`config.mk`:
```
export PLATFORM = sky130hd
export DESIGN_NAME = ltl_monitor_automaton_flat
export DESIGN_NICKNAME = d
export VERILOG_FILES = /design/src/rtl/ltl_mon_pkg.sv /design/src/rtl/ltl_monitor_automaton_if.sv /design/src/rtl/ltl_mon_evt_fifo.sv /design/src/rtl/ltl_monitor_automaton.sv /design/src/flat_wrapper.sv
export SDC_FILE = /design/constraint.sdc
export NUM_CORES = 1
export LEC_CHECK = 0
export ABC_AREA = 1
export CAP_MARGIN = 20
export CORE_ASPECT_RATIO = 1.25
export CORE_MARGIN = 1.5
export CORE_UTILIZATION = 25
export CTS_BUF_LIST = sky130_fd_sc_hd__clkbuf_4 sky130_fd_sc_hd__clkbuf_8
export DETAILED_ROUTE_END_ITERATION = 7
export PLACE_DENSITY_LB_ADDON = 0.12
export SYNTH_ARGS = -nofsm -noshare
export SYNTH_HDL_FRONTEND = slang
export SYNTH_SLANG_ARGS = --single-unit
```
`constraint.sdc`:
```
create_clock -name clk -period 1 [get_ports clk]
set_input_delay 0.2 -clock clk [delete_from_list [all_inputs] [get_ports clk]]
set_output_delay 0.2 -clock clk [all_outputs]
set_load 0.1 [all_outputs]
```
`src/rtl/ltl_mon_pkg.sv`:
```
// ltl_mon_pkg
// Shared types and limits for the table-driven LTL monitor automaton.
//   start_type_e : per-STE start behaviour (code 3 is reserved, acts as NONE)
//   MAX_N_STATES : upper bound on the STE count
//   MAX_SYM_W    : upper bound on the symbol width
//   evt_width()  : width of one event-FIFO entry (report vector, plus the
//                  symbol index when the timestamp build is selected)
package ltl_mon_pkg;

    typedef enum logic [1:0] {
        NONE = 2'd0,
        SOD  = 2'd1,
        ALL  = 2'd2
    } start_type_e;

    localparam int MAX_N_STATES = 64;
    localparam int MAX_SYM_W    = 10;

    function automatic int evt_width(int n_states, int idx_w, bit ts_en);
        return n_states + (ts_en ? idx_w : 0);
    endfunction

endpackage

```
`src/rtl/ltl_monitor_automaton_if.sv`:
```
// ltl_monitor_automaton_if
// Report-event drain port (valid/ready).
//   evt_valid  : FIFO head valid            (master -> slave)
//   evt_ready  : consumer accepts the head  (slave -> master)
//   evt_report : head report vector         (master -> slave)
//   evt_idx    : head symbol index, only when LTL_MON_TIMESTAMP_EN is defined
interface ltl_monitor_automaton_if #(
    parameter int N_STATES = 11
`ifdef LTL_MON_TIMESTAMP_EN
    ,
    parameter int IDX_W = 32
`endif
);
    logic                evt_valid;
    logic                evt_ready;
    logic [N_STATES-1:0] evt_report;
`ifdef LTL_MON_TIMESTAMP_EN
    logic [IDX_W-1:0]    evt_idx;

    modport master (output evt_valid, output evt_report, output evt_idx, input evt_ready);
    modport slave  (input evt_valid, input evt_report, input evt_idx, output evt_ready);
`else
    modport master (output evt_valid, output evt_report, input evt_ready);
    modport slave  (input evt_valid, input evt_report, output evt_ready);
`endif
endinterface

```
`src/rtl/ltl_mon_evt_fifo.sv`:
```
// ltl_mon_evt_fifo
// Synchronous event FIFO: drop-on-full push, valid/ready pop, sticky overflow.
//   clk, reset : clock, asynchronous active-high reset (clears pointers)
//   push       : request to enqueue push_data
//   push_data  : entry to enqueue
//   pop_ready  : consumer accepts the head when valid
//   valid      : FIFO not empty (registered pointers only, no bypass)
//   head       : oldest entry
//   overflow   : set when a push is dropped because the FIFO is full
module ltl_mon_evt_fifo #(
    parameter int DEPTH = 4,
    parameter int W     = 8
) (
    input  logic         clk,
    input  logic         reset,
    input  logic         push,
    input  logic [W-1:0] push_data,
    input  logic         pop_ready,
    output logic         valid,
    output logic [W-1:0] head,
    output logic         overflow
);
    localparam int AW = $clog2(DEPTH);

    logic [W-1:0] mem [DEPTH];
    logic [AW:0]  wr_ptr;
    logic [AW:0]  rd_ptr;
    logic         empty;
    logic         full;
    logic         pop;
    logic         wr_en;

    // Extra pointer bit distinguishes full from empty.
    assign empty = (wr_ptr == rd_ptr);
    assign full  = (wr_ptr[AW] != rd_ptr[AW]) && (wr_ptr[AW-1:0] == rd_ptr[AW-1:0]);
    assign pop   = !empty && pop_ready;
    // A pop in the same cycle frees the slot the push needs.
    assign wr_en = push && (!full || pop);

    assign valid = !empty;
    assign head  = mem[rd_ptr[AW-1:0]];

    always_ff @(posedge clk or posedge reset) begin
        if (reset) begin
            wr_ptr   <= '0;
            rd_ptr   <= '0;
            overflow <= 1'b0;
        end else begin
            if (wr_en)
                wr_ptr <= wr_ptr + (AW+1)'(1);
            if (pop)
                rd_ptr <= rd_ptr + (AW+1)'(1);
            if (push && full && !pop)
                overflow <= 1'b1;
        end
    end

    always_ff @(posedge clk) begin
        if (wr_en)
            mem[wr_ptr[AW-1:0]] <= push_data;
    end

endmodule

```
`src/rtl/ltl_monitor_automaton.sv`:
```
// ltl_monitor_automaton
// Table-driven homogeneous NFA (STE array) over a SYM_W-bit symbol stream,
// with sticky report vector and a report-event FIFO.
// Build option: LTL_MON_TIMESTAMP_EN adds the run-gated symbol index, stores
// it with each event and exposes it as evt.evt_idx.
//   clk          : clock
//   reset        : asynchronous active-high reset
//   run          : symbol valid; the automaton advances only when high
//   symbols      : current symbol
//   active_state : registered STE activity
//   report       : active_state & REPORT
//   sticky       : OR of all report values since reset
//   overflow     : sticky, an event was dropped on a full FIFO
//   evt          : event drain port (master side)
module ltl_monitor_automaton
    import ltl_mon_pkg::*;
#(
    parameter int                                 N_STATES   = 11,
    parameter int                                 SYM_W      = 8,
    parameter logic [N_STATES-1:0][N_STATES-1:0]  ADJ        = '0,
    parameter logic [N_STATES-1:0][2**SYM_W-1:0]  CLASS      = '1,
    parameter logic [N_STATES-1:0][1:0]           START      = '0,
    parameter logic [N_STATES-1:0]                REPORT     = '0,
    parameter int                                 FIFO_DEPTH = 4,
    parameter int                                 IDX_W      = 32
) (
    input  logic                    clk,
    input  logic                    reset,
    input  logic                    run,
    input  logic [SYM_W-1:0]        symbols,
    output logic [N_STATES-1:0]     active_state,
    output logic [N_STATES-1:0]     report,
    output logic [N_STATES-1:0]     sticky,
    output logic                    overflow,
    ltl_monitor_automaton_if.master evt
);
`ifdef LTL_MON_TIMESTAMP_EN
    localparam bit TS_EN = 1'b1;
`else
    localparam bit TS_EN = 1'b0;
`endif
    localparam int EVT_W = evt_width(N_STATES, IDX_W, TS_EN);

    logic [N_STATES-1:0] nxt;
    logic [N_STATES-1:0] nxt_rep;
    logic                sod;
    logic                push;
    logic [EVT_W-1:0]    push_data;
    logic [EVT_W-1:0]    fifo_head;

    for (genvar i = 0; i < N_STATES; i++) begin : g_ste
        // Reserved code 3 matches neither SOD nor ALL, so it behaves as NONE.
        localparam start_type_e ST = start_type_e'(START[i]);
        assign nxt[i] = CLASS[i][symbols] &
                        ((|(ADJ[i] & active_state)) | ((ST == SOD) & sod) | (ST == ALL));
    end

    assign nxt_rep = nxt & REPORT;
    assign report  = active_state & REPORT;
    assign push    = run && (|nxt_rep);

    always_ff @(posedge clk or posedge reset) begin
        if (reset) begin
            active_state <= '0;
            sticky       <= '0;
            sod          <= 1'b1;
        end else if (run) begin
            active_state <= nxt;
            sticky       <= sticky | nxt_rep;
            sod          <= 1'b0;
        end
    end

`ifdef LTL_MON_TIMESTAMP_EN
    logic [IDX_W-1:0] idx;

    // idx names the symbol being consumed on this edge; first symbol is 0.
    always_ff @(posedge clk or posedge reset) begin
        if (reset)
            idx <= '0;
        else if (run)
            idx <= idx + IDX_W'(1);
    end

    assign push_data   = {nxt_rep, idx};
    assign evt.evt_idx = fifo_head[IDX_W-1:0];
`else
    assign push_data   = nxt_rep;
`endif

    assign evt.evt_report = fifo_head[EVT_W-1 -: N_STATES];

    ltl_mon_evt_fifo #(
        .DEPTH (FIFO_DEPTH),
        .W     (EVT_W)
    ) u_evt_fifo (
        .clk       (clk),
        .reset     (reset),
        .push      (push),
        .push_data (push_data),
        .pop_ready (evt.evt_ready),
        .valid     (evt.evt_valid),
        .head      (fifo_head),
        .overflow  (overflow)
    );

endmodule

```
`src/flat_wrapper.sv`:
```
// flat-port wrapper written by rule: the top's interface ports become plain ports
module ltl_monitor_automaton_flat import ltl_mon_pkg::*;
#(
    parameter int                                 N_STATES   = 11,
    parameter int                                 SYM_W      = 8,
    parameter logic [N_STATES-1:0][N_STATES-1:0]  ADJ        = '0,
    parameter logic [N_STATES-1:0][2**SYM_W-1:0]  CLASS      = '1,
    parameter logic [N_STATES-1:0][1:0]           START      = '0,
    parameter logic [N_STATES-1:0]                REPORT     = '0,
    parameter int                                 FIFO_DEPTH = 4,
    parameter int                                 IDX_W      = 32
)
  (clk, reset, run, symbols, active_state, report, sticky, overflow, evt_evt_valid, evt_evt_report, evt_evt_ready);
  ltl_monitor_automaton_if #(.N_STATES(N_STATES)) evt_i ();
  input  logic clk;
  input  logic reset;
  input  logic run;
  input  logic [SYM_W-1:0] symbols;
  output logic [N_STATES-1:0] active_state;
  output logic [N_STATES-1:0] report;
  output logic [N_STATES-1:0] sticky;
  output logic overflow;
  output wire logic [$bits(evt_i.evt_valid)-1:0] evt_evt_valid;
  output wire logic [$bits(evt_i.evt_report)-1:0] evt_evt_report;
  input wire logic [$bits(evt_i.evt_ready)-1:0] evt_evt_ready;
  assign evt_evt_valid = evt_i.evt_valid;
  assign evt_evt_report = evt_i.evt_report;
  assign evt_i.evt_ready = evt_evt_ready;
  ltl_monitor_automaton #(.N_STATES(N_STATES), .SYM_W(SYM_W), .ADJ(ADJ), .CLASS(CLASS), .START(START), .REPORT(REPORT), .FIFO_DEPTH(FIFO_DEPTH), .IDX_W(IDX_W)) u_core (.clk(clk), .reset(reset), .run(run), .symbols(symbols), .active_state(active_state), .report(report), .sticky(sticky), .overflow(overflow), .evt(evt_i));
endmodule
```
==> results.md <==
- Drt wl/cell: 5.36 um
- Vias: 272
- Failing checks: negative setup slack
- Outcome: complete, but fails checks
- Cts bufs inserted: 3
- PD cells: 3830 nW/um^2
- Die height: 53.5 um
- Io pins: 58
- Root buffer cell: clkbuf_4
- Synthesized cell area: 510 um^2
- Hpwl dp: 420 um
- Drt total wl: 531 um
- Mean post-synth cell area: 7.62 um^2
- Hold Crit Class: input pin to async pin
- Critical Path Sink Type: output pin
- Area growth syn-to-layout: 0.245%
- Max clock buf depth: 2
- Initial core utilization: 0.261
- Top Registers: u_core.u_evt_fifo.rd_ptr x3
- Clock Skew: 3.90 ps
- Die Span X: 43.4 um
- DP Area: 439 um^2
- DRC: 0
- Standard-cell rows: 18
- Seq. cell area: 75.1 um^2
- Placer congestion estimate: 0.530
- Number of diodes: 0
- DRT iter0 DRCs: 1
- Max Slew Vio Count: 0
- Global-route wire length before repair: 676 um
- Vias per cell: 2.75
- Largest Register: u_core.u_evt_fifo.rd_ptr
- Sum of negative setup slack: -437 ps
- Synth Instances: 67
- Final Cycle Share: 1.28
- Max reg flops: 3
- Design area: 512 um^2
- Library cells used by synthesis: 10
- Multi-input gate area: 282 um^2
- Leakage power: 0.000315 uW
- CP arrival: 1080 ps
- Flops & latches, synth: 3
- Remaining Overflow, GRT: 0
- Critical path launch point: u_core.u_evt_fifo.rd_ptr[0]
- Pre-CTS setup slack: -111 ps
- CP required: 800 ps
- CTS H-tree depth: 1
- Count of final setup violators: 4
- Post-route setup slack: -281 ps
- Filler cell count in the final layout: 223
- Max Cap Viol: 0
- Die Area: 2320 um^2
- Fin. Hold Viols: 0
- Synth warnings: 0
- Buffers on Ports: 3
- CTS sink count: 3
- Nets: 94
- CTS tree: built
- CTS clk-pin slew, worst paths: 40 ps
- CP Launch Type: register
- Unrepaired setup endpoints after global routing: true
- Layout cells sized above 1: 0.215
- Clk_lat worst skew: 230 ps
- Tot GR Track Use: 0.0435
- Antenna Nets Post-Route: 0
- Initial antenna violation count: 0
- Final min period: 1280 ps
- Core Area: 1960 um^2
- Reg2reg start: u_core.u_evt_fifo.rd_ptr[0]
- Util after Layout: 0.261
- CP Class: register to output pin
- Worst Path Max Fanout: 2
- Vias in the first global route: 182
- Drt first pass iters: 2
- Pin count of the biggest net entering global routing: 4
- Sequential area share after synthesis: 0.147
- Max VDD drop: 0.000988 V
- FMAX: 0.781 GHz
## routing by layer
| metal | vias up | routed length [um] | track usage |
|---|---|---|---|
| met1 | 117 | 164 | 0.0365 |
| li1 | 134 | - | - |
| met4 | 0 | 0 | 0.0303 |
| met5 | - | 0 | 0 |
| met2 | 21 | 299 | 0.0697 |
| met3 | 0 | 67 | 0.0341 |
## report_power, final
group / switching [uW] / internal, uW
clock: 63.1 / 177
combinational: 1130 / 369
sequential: 41.8 / 184
## cell families after synthesis
logic type | after synthesis | share of synthesized area
fa+ha+maj | 2 | 0.0490
other cells | 1 | 0.00735
flops | 3 | 0.147
buf+inv | 49 | 0.691
compound gates | 1 | 0.0147
simple gates | 11 | 0.0907
## worst max-delay path, cell delays in order (launching register included)
cell     delay, ps
dfrtp_1        390
inv_2           80
ha_4           160
nand2_8         50
buf_12         160
## through the flow
step / std cells / power (uW) / hold WS (ps)
floorplan: 111 / 1540 / -46.4
detailed placement: 90 / 1550 / 384
finish: 99 / 1960 / 134
global placement: 90 / 1560 / 382
global route: 99 / 2060 / 159
CTS: 99 / 1930 / 135
## path summary, 6_finish.rpt
kind                                                to  slack [ps]  depth (start not counted)
max reg2reg                u_core.u_evt_fifo.rd_ptr[0]         -60                          6
min in group clk           u_core.u_evt_fifo.rd_ptr[2]         580                          2
min reg2reg                u_core.u_evt_fifo.rd_ptr[2]         580                          2
max                                      evt_evt_valid        -280                          4
min                        u_core.u_evt_fifo.rd_ptr[2]         130                          2
max in group asynchronous  u_core.u_evt_fifo.rd_ptr[1]         730                          2
## Yosys cell counts
master    n  area (um^2)
ha_1      2         25.0
dfrtp_1   3         75.1
nor2_1    1         3.75
o21a_1    1         7.51
nand2_1   7         26.3
nand2_2   1         6.26
nand3_1   2         10.0
inv_1     4         15.0
buf_4    45          338
conb_1    1         3.75
## cells in the final DEF (no fill, tap or decap), drive strengths merged
master         count
buf                7
clkbuf             4
clkdlybuf4s50      2
conb              45
dfrtp              3
ha                 2
inv                4
nand2              8
nand3              2
nor2               1
o21a               1
## repair_timing
action / 4_1_cts / 5_1_grt
hold buffers: 0 / 0
pin swaps: 3 / 2
setup buffers: 5 / 1
gates resized for setup: 0 / 1
endpoints found under the setup margin: 1 / 4
## final cells by class
cell class	count	area share
inverter	4	0.0293
clock buffer	4	0.0587
tap	20	0.0489
timing repair buffer	9	0.166
sequential	3	0.147
multi-input combinational	59	0.550
Note: power is estimated with default switching activity, not from simulation.
